===== config.mk =====
export PLATFORM = sky130hd
export DESIGN_NAME = grf_write_arbiter
export DESIGN_NICKNAME = d
export VERILOG_FILES = /design/src/rtl/grf_write_arbiter_pkg.sv /design/src/rtl/grf_write_arbiter_wb_fifo.sv /design/src/rtl/grf_write_arbiter.sv
export SDC_FILE = /design/constraint.sdc
export NUM_CORES = 1
export LEC_CHECK = 0
export CORE_MARGIN = 2
export CORE_UTILIZATION = 51
export CTS_CLUSTER_SIZE = 16
export DETAILED_ROUTE_END_ITERATION = 8
export GPL_ROUTABILITY_DRIVEN = 1
export HOLD_SLACK_MARGIN = 0.03
export PLACE_DENSITY = 0.89
export REMOVE_ABC_BUFFERS = 1
export SLEW_MARGIN = 10
export SYNTH_ARGS = -nofsm -noshare
export SYNTH_HDL_FRONTEND = slang
export SYNTH_HIERARCHICAL = 1
export SYNTH_SLANG_ARGS = --single-unit

===== constraint.sdc =====
create_clock -name clk -period 9.11 [get_ports clk]
set_input_delay 1.822 -clock clk [delete_from_list [all_inputs] [get_ports clk]]
set_output_delay 1.822 -clock clk [all_outputs]
set_load 0.02 [all_outputs]

===== src/rtl/grf_write_arbiter_pkg.sv =====
// Shared types for the GRF write arbiter: the write-entry record and the
// "no write" register address.
package grf_write_arbiter_pkg;

    localparam logic [4:0] REG_ZERO = 5'd0;

    typedef struct packed {
        logic [4:0]  addr;
        logic [31:0] data;
        logic [31:0] pc;
    } wr_entry_t;

    // Register 0 is never a real destination, so it can never alias a hazard.
    function automatic logic addr_hit(input logic [4:0] src, input logic [4:0] dst);
        return (src != REG_ZERO) && (src == dst);
    endfunction

endpackage


===== src/rtl/grf_write_arbiter_wb_fifo.sv =====
// Side-write queue: DEPTH-entry FIFO with count, wrapping pointers and a
// per-entry destination compare for decode-stage hazard lookup.
module wb_fifo
    import grf_write_arbiter_pkg::*;
#(
    parameter int DEPTH = 4
) (
    input  logic      clk_i,
    input  logic      rst_ni,
    input  logic      push_i,
    input  wr_entry_t push_entry_i,
    input  logic      pop_i,
    output wr_entry_t head_o,
    output logic      empty_o,
    output logic      full_o,
    input  logic [4:0] rs_i,
    input  logic [4:0] rt_i,
    output logic      hit_rs_o,
    output logic      hit_rt_o
);

    // DEPTH is a power of two, so plain pointer overflow gives the wrap.
    localparam int PW = (DEPTH > 1) ? $clog2(DEPTH) : 1;
    localparam int CW = $clog2(DEPTH + 1);
    localparam logic [CW-1:0] FULL_CNT = CW'(DEPTH);

    wr_entry_t        mem_q [DEPTH];
    logic [DEPTH-1:0] vld_q, vld_d;
    logic [PW-1:0]    wr_ptr_q, wr_ptr_d;
    logic [PW-1:0]    rd_ptr_q, rd_ptr_d;
    logic [CW-1:0]    cnt_q, cnt_d;
    logic             do_push, do_pop;
    logic [DEPTH-1:0] m_rs, m_rt;

    assign empty_o = (cnt_q == '0);
    assign full_o  = (cnt_q == FULL_CNT);
    assign do_push = push_i && !full_o;
    assign do_pop  = pop_i && !empty_o;
    assign head_o  = mem_q[rd_ptr_q];

    always_comb begin
        vld_d    = vld_q;
        wr_ptr_d = wr_ptr_q;
        rd_ptr_d = rd_ptr_q;
        cnt_d    = cnt_q;
        if (do_push) begin
            vld_d[wr_ptr_q] = 1'b1;
            wr_ptr_d        = wr_ptr_q + 1'b1;
        end
        if (do_pop) begin
            vld_d[rd_ptr_q] = 1'b0;
            rd_ptr_d        = rd_ptr_q + 1'b1;
        end
        case ({do_push, do_pop})
            2'b10:   cnt_d = cnt_q + 1'b1;
            2'b01:   cnt_d = cnt_q - 1'b1;
            default: cnt_d = cnt_q;
        endcase
    end

    always_ff @(posedge clk_i) begin
        if (!rst_ni) begin
            vld_q    <= '0;
            wr_ptr_q <= '0;
            rd_ptr_q <= '0;
            cnt_q    <= '0;
        end else begin
            vld_q    <= vld_d;
            wr_ptr_q <= wr_ptr_d;
            rd_ptr_q <= rd_ptr_d;
            cnt_q    <= cnt_d;
        end
    end

    // Payload needs no reset; the valid bits decide what is live.
    always_ff @(posedge clk_i) begin
        if (do_push && rst_ni) mem_q[wr_ptr_q] <= push_entry_i;
    end

    for (genvar i = 0; i < DEPTH; i++) begin : g_cmp
        assign m_rs[i] = vld_q[i] && addr_hit(rs_i, mem_q[i].addr);
        assign m_rt[i] = vld_q[i] && addr_hit(rt_i, mem_q[i].addr);
    end

    assign hit_rs_o = |m_rs;
    assign hit_rt_o = |m_rt;

endmodule


===== src/rtl/grf_write_arbiter.sv =====
// Register-file write port arbiter: the pipeline W stage always wins, queued
// side writes fill idle cycles, and a starved queue head requests a stall.
module grf_write_arbiter
    import grf_write_arbiter_pkg::*;
#(
    parameter int DEPTH   = 4,
    parameter int AGE_MAX = 8
) (
    input  logic        clk,
    input  logic        reset,
    input  logic        w_valid,
    input  logic [4:0]  w_addr,
    input  logic [31:0] w_data,
    input  logic [31:0] w_pc,
    input  logic        q_valid,
    output logic        q_ready,
    input  logic [4:0]  q_addr,
    input  logic [31:0] q_data,
    input  logic [31:0] q_pc,
    input  logic [4:0]  rs,
    input  logic [4:0]  rt,
    output logic        hit_rs,
    output logic        hit_rt,
    output logic [4:0]  reg_addr,
    output logic [31:0] reg_data,
    output logic [31:0] reg_pc,
    output logic        stall_req
);

    localparam int AW = $clog2(AGE_MAX + 1);
    localparam logic [AW-1:0] AGE_LIM = AW'(AGE_MAX);

    wr_entry_t     w_ent, q_ent, head, port;
    logic          fifo_empty, fifo_full;
    logic          push, pop;
    logic [AW-1:0] age_q, age_d;
    logic          stall_q, stall_d;

    assign w_ent = '{addr: w_addr, data: w_data, pc: w_pc};
    assign q_ent = '{addr: q_addr, data: q_data, pc: q_pc};

    assign q_ready = !fifo_full;
    // Writes to r0 are accepted on the handshake but never stored.
    assign push = reset && q_valid && q_ready && (q_addr != REG_ZERO);
    assign pop  = reset && !w_valid && !fifo_empty;

    wb_fifo #(.DEPTH(DEPTH)) u_fifo (
        .clk_i        (clk),
        .rst_ni       (reset),
        .push_i       (push),
        .push_entry_i (q_ent),
        .pop_i        (pop),
        .head_o       (head),
        .empty_o      (fifo_empty),
        .full_o       (fifo_full),
        .rs_i         (rs),
        .rt_i         (rt),
        .hit_rs_o     (hit_rs),
        .hit_rt_o     (hit_rt)
    );

    always_comb begin
        port = '0;
        if (w_valid)  port = w_ent;
        else if (pop) port = head;
    end

    assign reg_addr = port.addr;
    assign reg_data = port.data;
    assign reg_pc   = port.pc;

    // Age tracks how long the current head has been denied the port.
    always_comb begin
        age_d   = age_q;
        stall_d = stall_q;
        if (pop || fifo_empty)    age_d = '0;
        else if (age_q != AGE_LIM) age_d = age_q + 1'b1;
        if (pop)                  stall_d = 1'b0;
        else if (age_d == AGE_LIM) stall_d = 1'b1;
    end

    always_ff @(posedge clk) begin
        if (!reset) begin
            age_q   <= '0;
            stall_q <= 1'b0;
        end else begin
            age_q   <= age_d;
            stall_q <= stall_d;
        end
    end

    assign stall_req = stall_q;

endmodule


### Word-level counts from Yosys, hierarchy flattened

Memory sizes are Yosys's and may differ from the RTL's. A register that Yosys moved wholly into a read port is not among the register bits.
Cells that the tools add are included.

* order comparisons: 4
* multiplexer cells: 15
* reductions and logical operators: 38
* eq/ne operators: 13
* shift-type cells: 0
* $mul: 0
* bitwise operators: 4
* add/subtract/negate cells: 5
* div/mod/pow operators: 0

Operators by type and width (count)
* 69-bit 2-to-1 mux: 2
* 5-bit == test: 8
* 1-bit logical AND: 26
* 4-bit 2-to-1 mux: 4
* 5-bit nonzero test: 3
* 4-bit OR reduction: 2
* 2-bit by 3-bit less-than comparator with 1-bit output, second input constant: 2
* 3-bit one-hot mux with 2 select lines: 1
* 2-bit by 1-bit adder with 2-bit output, second input constant: 2
* 4-bit by 1-bit adder with 4-bit output, second input constant: 1
* 4-bit AND: 1
* 1-bit demux with 2-bit select: 2
* 4-bit == test, second input constant: 1
* 2-bit by 1-bit greater-or-equal comparator with 1-bit output, second input constant: 2
* 1-bit 2-to-1 mux: 4
* 2-bit 2-to-1 mux: 2
* 4-bit != test, second input constant: 1
* 4-bit inverter: 1
* 4-bit OR: 1
* 3-bit by 1-bit adder with 3-bit output, second input constant: 1
* 3-bit == test, second input constant: 1
* 1-bit zero test: 3
* 3-bit zero test: 1
* 3-bit by 1-bit subtractor with 3-bit output, second input constant: 1
* other kinds (6): 6

* input port bits: 152
* ROM bits: 0
* latch bits: 0
* register bits after elaboration: 16
* RAM bits: 276
* memories kept: 1

Memory list
* u_fifo.mem_q: depth 4, width 69, read ports 5, clocked after memory_dff 1, write ports 1, line grf_write_arbiter_wb_fifo.sv:27 `wr_entry_t mem_q [DEPTH];`

### Longest topological paths before layout

Gate-level depths: netlist of run 1.

* depth in word-level cells: 8
* gate-level depth with buffers: 13
* gate-level depth less buffers: 12

### Cells and area by module

The synthesis of run 1 kept the hierarchy.

Modules (own cells, without submodules)
* wb_fifo: cells each 509, times used 1, area an instance 11183.2 um^2
* grf_write_arbiter: cells each 120, times used 1, area an instance 1043.5 um^2

### Least setup slack after synthesis of run 1

Ideal clock, no wire load.

* kind: input-to-output
* from: input rt[2]
* to: output hit_rt
* setup slack: 4.512 ns
* data arrival time: 2.776 ns
* buffers on the path: 1
* stages: 6
* required time: 7.288 ns
* path through: clkbuf_1 xor2_1 nor4_1 nand3_1 nand4_1 o21a_1

* word-level cells in the longest chain between the ends: 4
* elaborated cells on any way between the ends: 14
* classes of those cells: eq/ne (4); reduce/logical (10)

RTL lines
* start, declared: line grf_write_arbiter.sv:21 `input logic [4:0] rt,`
* 5-bit == test or 5-bit nonzero test (tied branches): line grf_write_arbiter_pkg.sv:15 `return (src != REG_ZERO) && (src == dst);`
* 1-bit logical AND: line grf_write_arbiter_pkg.sv:15
* 1-bit logical AND: line grf_write_arbiter_wb_fifo.sv:82 `assign m_rt[i] = vld_q[i] && addr_hit(rt_i, mem_q[i].addr);`
* 4-bit OR reduction (*): line grf_write_arbiter_wb_fifo.sv:86 `assign hit_rt_o = |m_rt;`
* end, declared: line grf_write_arbiter.sv:23 `output logic hit_rt,`

Mark *: on every way between the ends. The rest lies on a longest branch, timed or not.

### Final worst setup path of run 1

* from: input reset
* to: output reg_pc[17]

* word-level cells in the longest chain between the ends: 4

RTL lines
* start, declared: line grf_write_arbiter.sv:10 `input logic reset,`
* 1-bit logical AND (2 in a row): line grf_write_arbiter.sv:45 `assign pop = reset && !w_valid && !fifo_empty;`
* 69-bit 2-to-1 mux: line grf_write_arbiter.sv:65 `else if (pop) port = head;`
* 69-bit 2-to-1 mux: line grf_write_arbiter.sv:64 `if (w_valid) port = w_ent;`
* end, declared: line grf_write_arbiter.sv:26 `output logic [31:0] reg_pc,`

Every way passes these cells.

==> flow_summary.toml, run 1 <==
[placed_design]
hpwl_mm = 15.44
place_area_um2 = 14630
pre_cts_slack_ns = 2.744
routabilityCongestion = 0.8365
io_buffer_count = 224

[synthesis]
synthArstFlopShare_pct = 0
synthesis.area_um2 = 12230
synth_top_flop_cell = "edfxtp_1"
ys_seq_elements = 294
yosys.cell_types.count = 40
synthTopCellsByArea = "edfxtp_1, mux4_2, a22o_1"
ys_seq_area_share_pct = 70.73
yosysTopAreaCell = "edfxtp_1"
synth-edff-count = 276
synth_top_area_share_pct = 67.79
synthCells = 629
ys_warn_count = 6
syn_area_per_cell_um2 = 19.44

[cells_and_area]
drive_gt1_share_pct = 14.17
nNetsFinal = 1012
area_delta_synth_final_pct = 27.38
diodes = 0
fillers = 1565
stdcell_area_um2 = 15570

[clocking]
hold_buffers = 0
clk_path_buf_depth = 3
clock-sinks = 294
cts_tree = "done"
ctsHtreeMaxLevel = 1
clockRootBuffer = "clkbuf_16"
clkSlewWorstSetupHoldPaths_ns = 0.06
ctsResizeCount = 0
numCtsBuffers = 30
clock_latency_ns = 0.57
cts_setup_buffers = 0

[floorplan]
core-area_um2 = 23470
start_util_pct = 52.09
num_io_pins = 225
die-width_um = 158.8
num_rows = 56
die_y_um = 158.8
dieArea_um2 = 25230

[worst_setup_path]
cpMostUsedCell = "clkdlybuf4s50_1"
required_ns = 7.29
rrSetupSlack_ns = 5.77
slowest_stage = "clkdlybuf4s50_1"
path_class = "primary input to output pin"
cp-start-kind = "primary input"
path_cells = "clkdlybuf4s50_1, nor3b_4, buf_4, a22o_1, clkdlybuf4s50_1"
cpPeakStageDelay_ns = 0.88
worstPathArrival_ns = 4.59
crit_family = "buffers and inverters"
cp-end-kind = "output pin"
worst-path-max-fanout = 70
crit_buf_inv = 3

[sta]
setup_viol = 0
min_period_over_period_pct = 70.43
hold_viol = 0
holdWs_ns = 0.4905
max_clock_freq_mhz = 155.9
worstMarginPinSlew_ns = 1.067
skew_ns = 0.02573
slew_viol_final = 0
worst_slack_ns = 2.694
relSlewSlack_pct = 28.89
rsz0062_at_grt = "false"
fin_crit_ns = 6.416
setup_tns_ns = 0

[flow_run]
maxCapViolCount = 0

[pwr]
ir_worst_vdd_mv = 0.1547
power_density_nw_per_um2 = 187.3
power_leakage_nw = 4.964

[grt]
grt_antenna_before_repair = 1
overflow = 0
grt_util_all_layers_pct = 20.14
grt_pass1_wl_mm = 39.75
grt_max_degree = 74
grt_pass1_vias = 7145

[run_status]
outcome = "finished clean"

[route]
drt-total-wl_mm = 25.38
drc = 0
via_per_inst = 5.600
via_count = 6647
drt_iter0_markers = 450
wl_per_cell_um = 21.38
drt.antenna.violating_nets = 0
first_pass_iters = 4

[worst_hold_path]
hold_class = "register to register"
-- sequential cells by signal (all words and copies together) (netlist names), named ones only --
register         count
u_fifo/cnt_q         3
u_fifo/vld_q         4
age_q                4
u_fifo/wr_ptr_q      2
stall_req            1
u_fifo/rd_ptr_q      2
u_fifo/mem_q       276
-- Yosys cell counts, types with 6 or more instances --
cell type,count
inv_1,12
buf_6,9
xor2_1,33
and2_1,6
nand3_1,9
nor4_1,8
xnor2_1,12
mux4_2,69
a22o_1,69
dfxtp_1,18
buf_4,7
clkbuf_1,9
nand2_1,13
ha_1,11
buf_2,17
edfxtp_1,276
a21oi_1,7
-- cell families after synthesis --
family | count (synthesis) | share of synthesized area (%)
flip-flops | 294 | 70.73
adder cells (fa/ha/maj) | 12 | 1.289
buffers and inverters | 56 | 2.927
AO/OA/AOI/OAI | 86 | 5.853
multiplexers | 71 | 12.87
AND/OR/NAND/NOR | 65 | 3.101
XOR/XNOR | 45 | 3.224
-- layout make-up --
cell class | instances | area (µm²) | share of cell area (%)
Timing Repair Buffer | 231 | 2290 | 14.70
Inverter | 12 | 45.04 | 0.2892
Clock buffer | 37 | 777.0 | 4.989
Multi-Input combinational cell | 279 | 3241 | 20.81
Clock inverter | 15 | 167.7 | 1.076
Sequential cell | 294 | 8656 | 55.58
Tap cell | 319 | 399.1 | 2.563
-- path summary, 6_finish.rpt --
| path | startpoint | end | cells after the start |
|---|---|---|---|
| setup / recovery | reset | reg_pc[17] | 5 |
| hold / removal | stall_req$_SDFFE_PP0N_ | stall_req$_SDFFE_PP0N_ | 2 |
| hold reg to reg | stall_req$_SDFFE_PP0N_ | stall_req$_SDFFE_PP0N_ | 2 |
| setup reg to reg | u_fifo/cnt_q[0]$_SDFFE_PN0P_ | u_fifo/cnt_q[2]$_SDFFE_PN0P_ | 10 |
-- per-stage QoR --
step	total power, mW	cells	utilization [%]
2_1_floorplan	1.631	585	-
3_3_place_gp	1.769	1135	62.33
3_5_place_dp	1.777	1135	62.33
4_1_cts	2.945	1187	66.35
5_1_grt	3.013	1187	66.35
6_report	2.917	1187	66.35
-- layer usage --
| metal | GRT usage, % | wire [µm] | up-vias |
|---|---|---|---|
| met4 | 5.213 | 618 | 2 |
| li1 | - | - | 3014 |
| met1 | 26.17 | 10330 | 3393 |
| met3 | 4.258 | 1357 | 46 |
| met5 | 0 | 12 | - |
| met2 | 34.82 | 13060 | 192 |
-- cells in the final DEF (no fill, tap or decap), types with 3 or more instances in the layout --
master,n
and2_1,6
clkbuf_16,30
buf_4,7
nor4_1,8
clkbuf_1,7
or4_1,3
nand3_1,9
nand2_1,13
dfxtp_1,16
and3_4,5
o21ai_0,3
a22o_1,69
xor2_1,33
mux4_2,69
bufinv_16,3
nor2_1,5
clkinv_1,8
clkdlybuf4s50_1,223
nor2b_1,4
xnor2_1,12
edfxtp_1,276
ha_1,11
a21oi_1,7
inv_1,12
-- where the power goes --
part           total (mW)  internal [mW]  leakage, nW  switching [mW]
Sequential           1.50           1.50         2.64         0.00817
Combinational       0.243          0.135         1.87           0.108
Clock                1.17          0.686        0.452           0.483
-- worst reg2reg max path, cell delays in order (launching register included) --
cell and delay (ns):
dfxtp_1 0.37, nor3_1 0.14, nor3b_4 0.18, buf_4 0.66, nor2b_1 0.59, ha_1 0.29
inv_1 0.06, fa_1 0.37, xor2_1 0.15, or3_1 0.30, a21boi_0 0.17
Note: power is estimated with default switching activity, not from simulation.
==> run 2: changes to the inputs <==
--- a/config.mk
+++ b/config.mk
@@ -6,12 +6,12 @@
 export NUM_CORES = 1
 export LEC_CHECK = 0
 export CORE_MARGIN = 2
-export CORE_UTILIZATION = 51
+export CORE_UTILIZATION = 47
 export CTS_CLUSTER_SIZE = 16
 export DETAILED_ROUTE_END_ITERATION = 8
 export GPL_ROUTABILITY_DRIVEN = 1
 export HOLD_SLACK_MARGIN = 0.03
-export PLACE_DENSITY = 0.89
+export PLACE_DENSITY = 0.87
 export REMOVE_ABC_BUFFERS = 1
 export SLEW_MARGIN = 10
 export SYNTH_ARGS = -nofsm -noshare
==> constraint.sdc (replaced) <==
create_clock -name clk -period 5.69 [get_ports clk]
set_input_delay 1.138 -clock clk [delete_from_list [all_inputs] [get_ports clk]]
set_output_delay 1.138 -clock clk [all_outputs]
set_load 0.02 [all_outputs]
==> run 2 against run 1 <==
  * Non-clock buffer count did not move
  * Die area increased by 8.3%
  * Total power rose by 60%
  * Largest power group unchanged
  * Sequential power increased by 61%
==> flow_summary.toml, run 2 (same netlist as run 1, synthesis figures left out) <==
[pwr]
power_leakage_nw = 4.983
power_density_nw_per_um2 = 298.9
ir_worst_vdd_mv = 0.2319

[sta]
relSlewSlack_pct = 23.88
worst_slack_ns = 1.257
min_period_over_period_pct = 77.91
skew_ns = 0.009746
holdWs_ns = 0.4788
fin_crit_ns = 4.433
worstMarginPinSlew_ns = 1.142
setup_tns_ns = 0
hold_viol = 0
slew_viol_final = 0
setup_viol = 0
max_clock_freq_mhz = 225.6
rsz0062_at_grt = "false"

[worst_setup_path]
rrSetupSlack_ns = 2.54
worstPathArrival_ns = 3.29
worst-path-max-fanout = 34
path_class = "primary input to output pin"
required_ns = 4.55
cp-start-kind = "primary input"
cp-end-kind = "output pin"
r2r.worst_path.cells = 10
r2r-start = "u_fifo/cnt_q[2]$_SDFFE_PN0P_"
crit-reg2reg-capture = "u_fifo/cnt_q[2]$_SDFFE_PN0P_"

[grt]
grt_max_degree = 70
grt_util_all_layers_pct = 18.06
overflow = 0
grt_pass1_vias = 7001
grt_antenna_before_repair = 1
grt_pass1_wl_mm = 37.81

[floorplan]
num_rows = 59
core-area_um2 = 25760
start_util_pct = 47.46
die_y_um = 165.3
dieArea_um2 = 27320
num_io_pins = 225
die-width_um = 165.3

[clocking]
clockRootBuffer = "clkbuf_16"
cts_setup_buffers = 0
ctsHtreeMaxLevel = 1
cts_tree = "done"
clock-sinks = 294
numCtsBuffers = 30
clock_latency_ns = 0.54
hold_buffers = 0
clkSlewWorstSetupHoldPaths_ns = 0.06
clk_path_buf_depth = 3
ctsResizeCount = 0

[placed_design]
routabilityCongestion = 0.8867
hpwl_mm = 15.15
pre_cts_slack_ns = 1.244
numPlacedInstances = 1151
io_buffer_count = 224

[route]
via_per_inst = 5.536
wl_met1_mm = 10.13
drc = 0
drt-total-wl_mm = 24.94
via_count = 6687
met3RoutedLength_mm = 1.862
top_layer = "met4"
drt.antenna.violating_nets = 0
wl_met2_mm = 12.48
wl_per_cell_um = 20.64
first_pass_iters = 4
drt_iter0_markers = 454

[cells_and_area]
fillers = 1858
regMostFlops = "u_fifo/mem_q"
final_cell_mix = "edfxtp_1, clkdlybuf4s50_1, a22o_1, mux4_2, xor2_1"
largest_register_ffs = 276
layout_commonest_cell = "edfxtp_1"
area_delta_synth_final_pct = 27.71
final_util_pct = 60.61
multi_input_area_um2 = 3241
largest_registers = "u_fifo/mem_q x276, age_q x4, u_fifo/vld_q x4"
regArea_um2 = 8656
nNetsFinal = 1012
drive_gt1_share_pct = 14.68
layoutNonFillerInstCount = 1208

[worst_hold_path]
min_delay_path_depth = 2
min_to = "stall_req$_SDFFE_PP0N_"
hold_class = "register to register"
min_from = "stall_req$_SDFFE_PP0N_"

[run_status]
outcome = "finished clean"

[flow_run]
maxCapViolCount = 0
## run 2: layer usage
layer	global-route usage, %	vias to the layer above
met3	4.146	39
met1	23.54	3372
li1	-	3028
met5	0	-
met4	4.859	0
met2	30.80	248
## run 2: worst max path at each step
stage | from | to | slack [ns] | cells past startpoint
after floorplan | register | reg_addr[0] | 0.69 | 2
after global placement | reset | reg_data[4] | 1.34 | 6
after detailed placement | reset | reg_data[14] | 1.24 | 6
after CTS | reset | reg_data[14] | 1.24 | 6
after global routing | reset | reg_pc[17] | 1.15 | 6
final | reset | reg_data[4] | 1.26 | 6
## run 2: cell type report
cell class,count,share of cell area (%)
repair buffers,231,14.74
well taps,335,2.684
multi-input cells,279,20.75
flip-flops and latches,294,55.43
clock buffers,37,4.976
diodes,1,0.01603
clock inverters,19,1.106
inverters,12,0.2885
## run 2: critical path, cell delays in order
cell and delay, ns:
clkdlybuf4s50_1 0.45, buf_4 0.21, nor3b_4 0.22, buf_4 0.39
a22o_1 0.20, clkdlybuf4s50_1 0.63
## run 2: power breakdown
group | switching, mW | internal [mW]
Sequential | 0.0129 | 2.40
Clock | 0.765 | 1.10
Combinational | 0.174 | 0.218
Total | 0.952 | 3.71
## run 2: metrics by stage
stage | cell area, µm² | power [mW]
global route | 15610 | 4.821
detailed placement | 14660 | 2.847
CTS | 15610 | 4.719
floorplan | 11910 | 2.611
global placement | 14660 | 2.835
finish | 15620 | 4.667
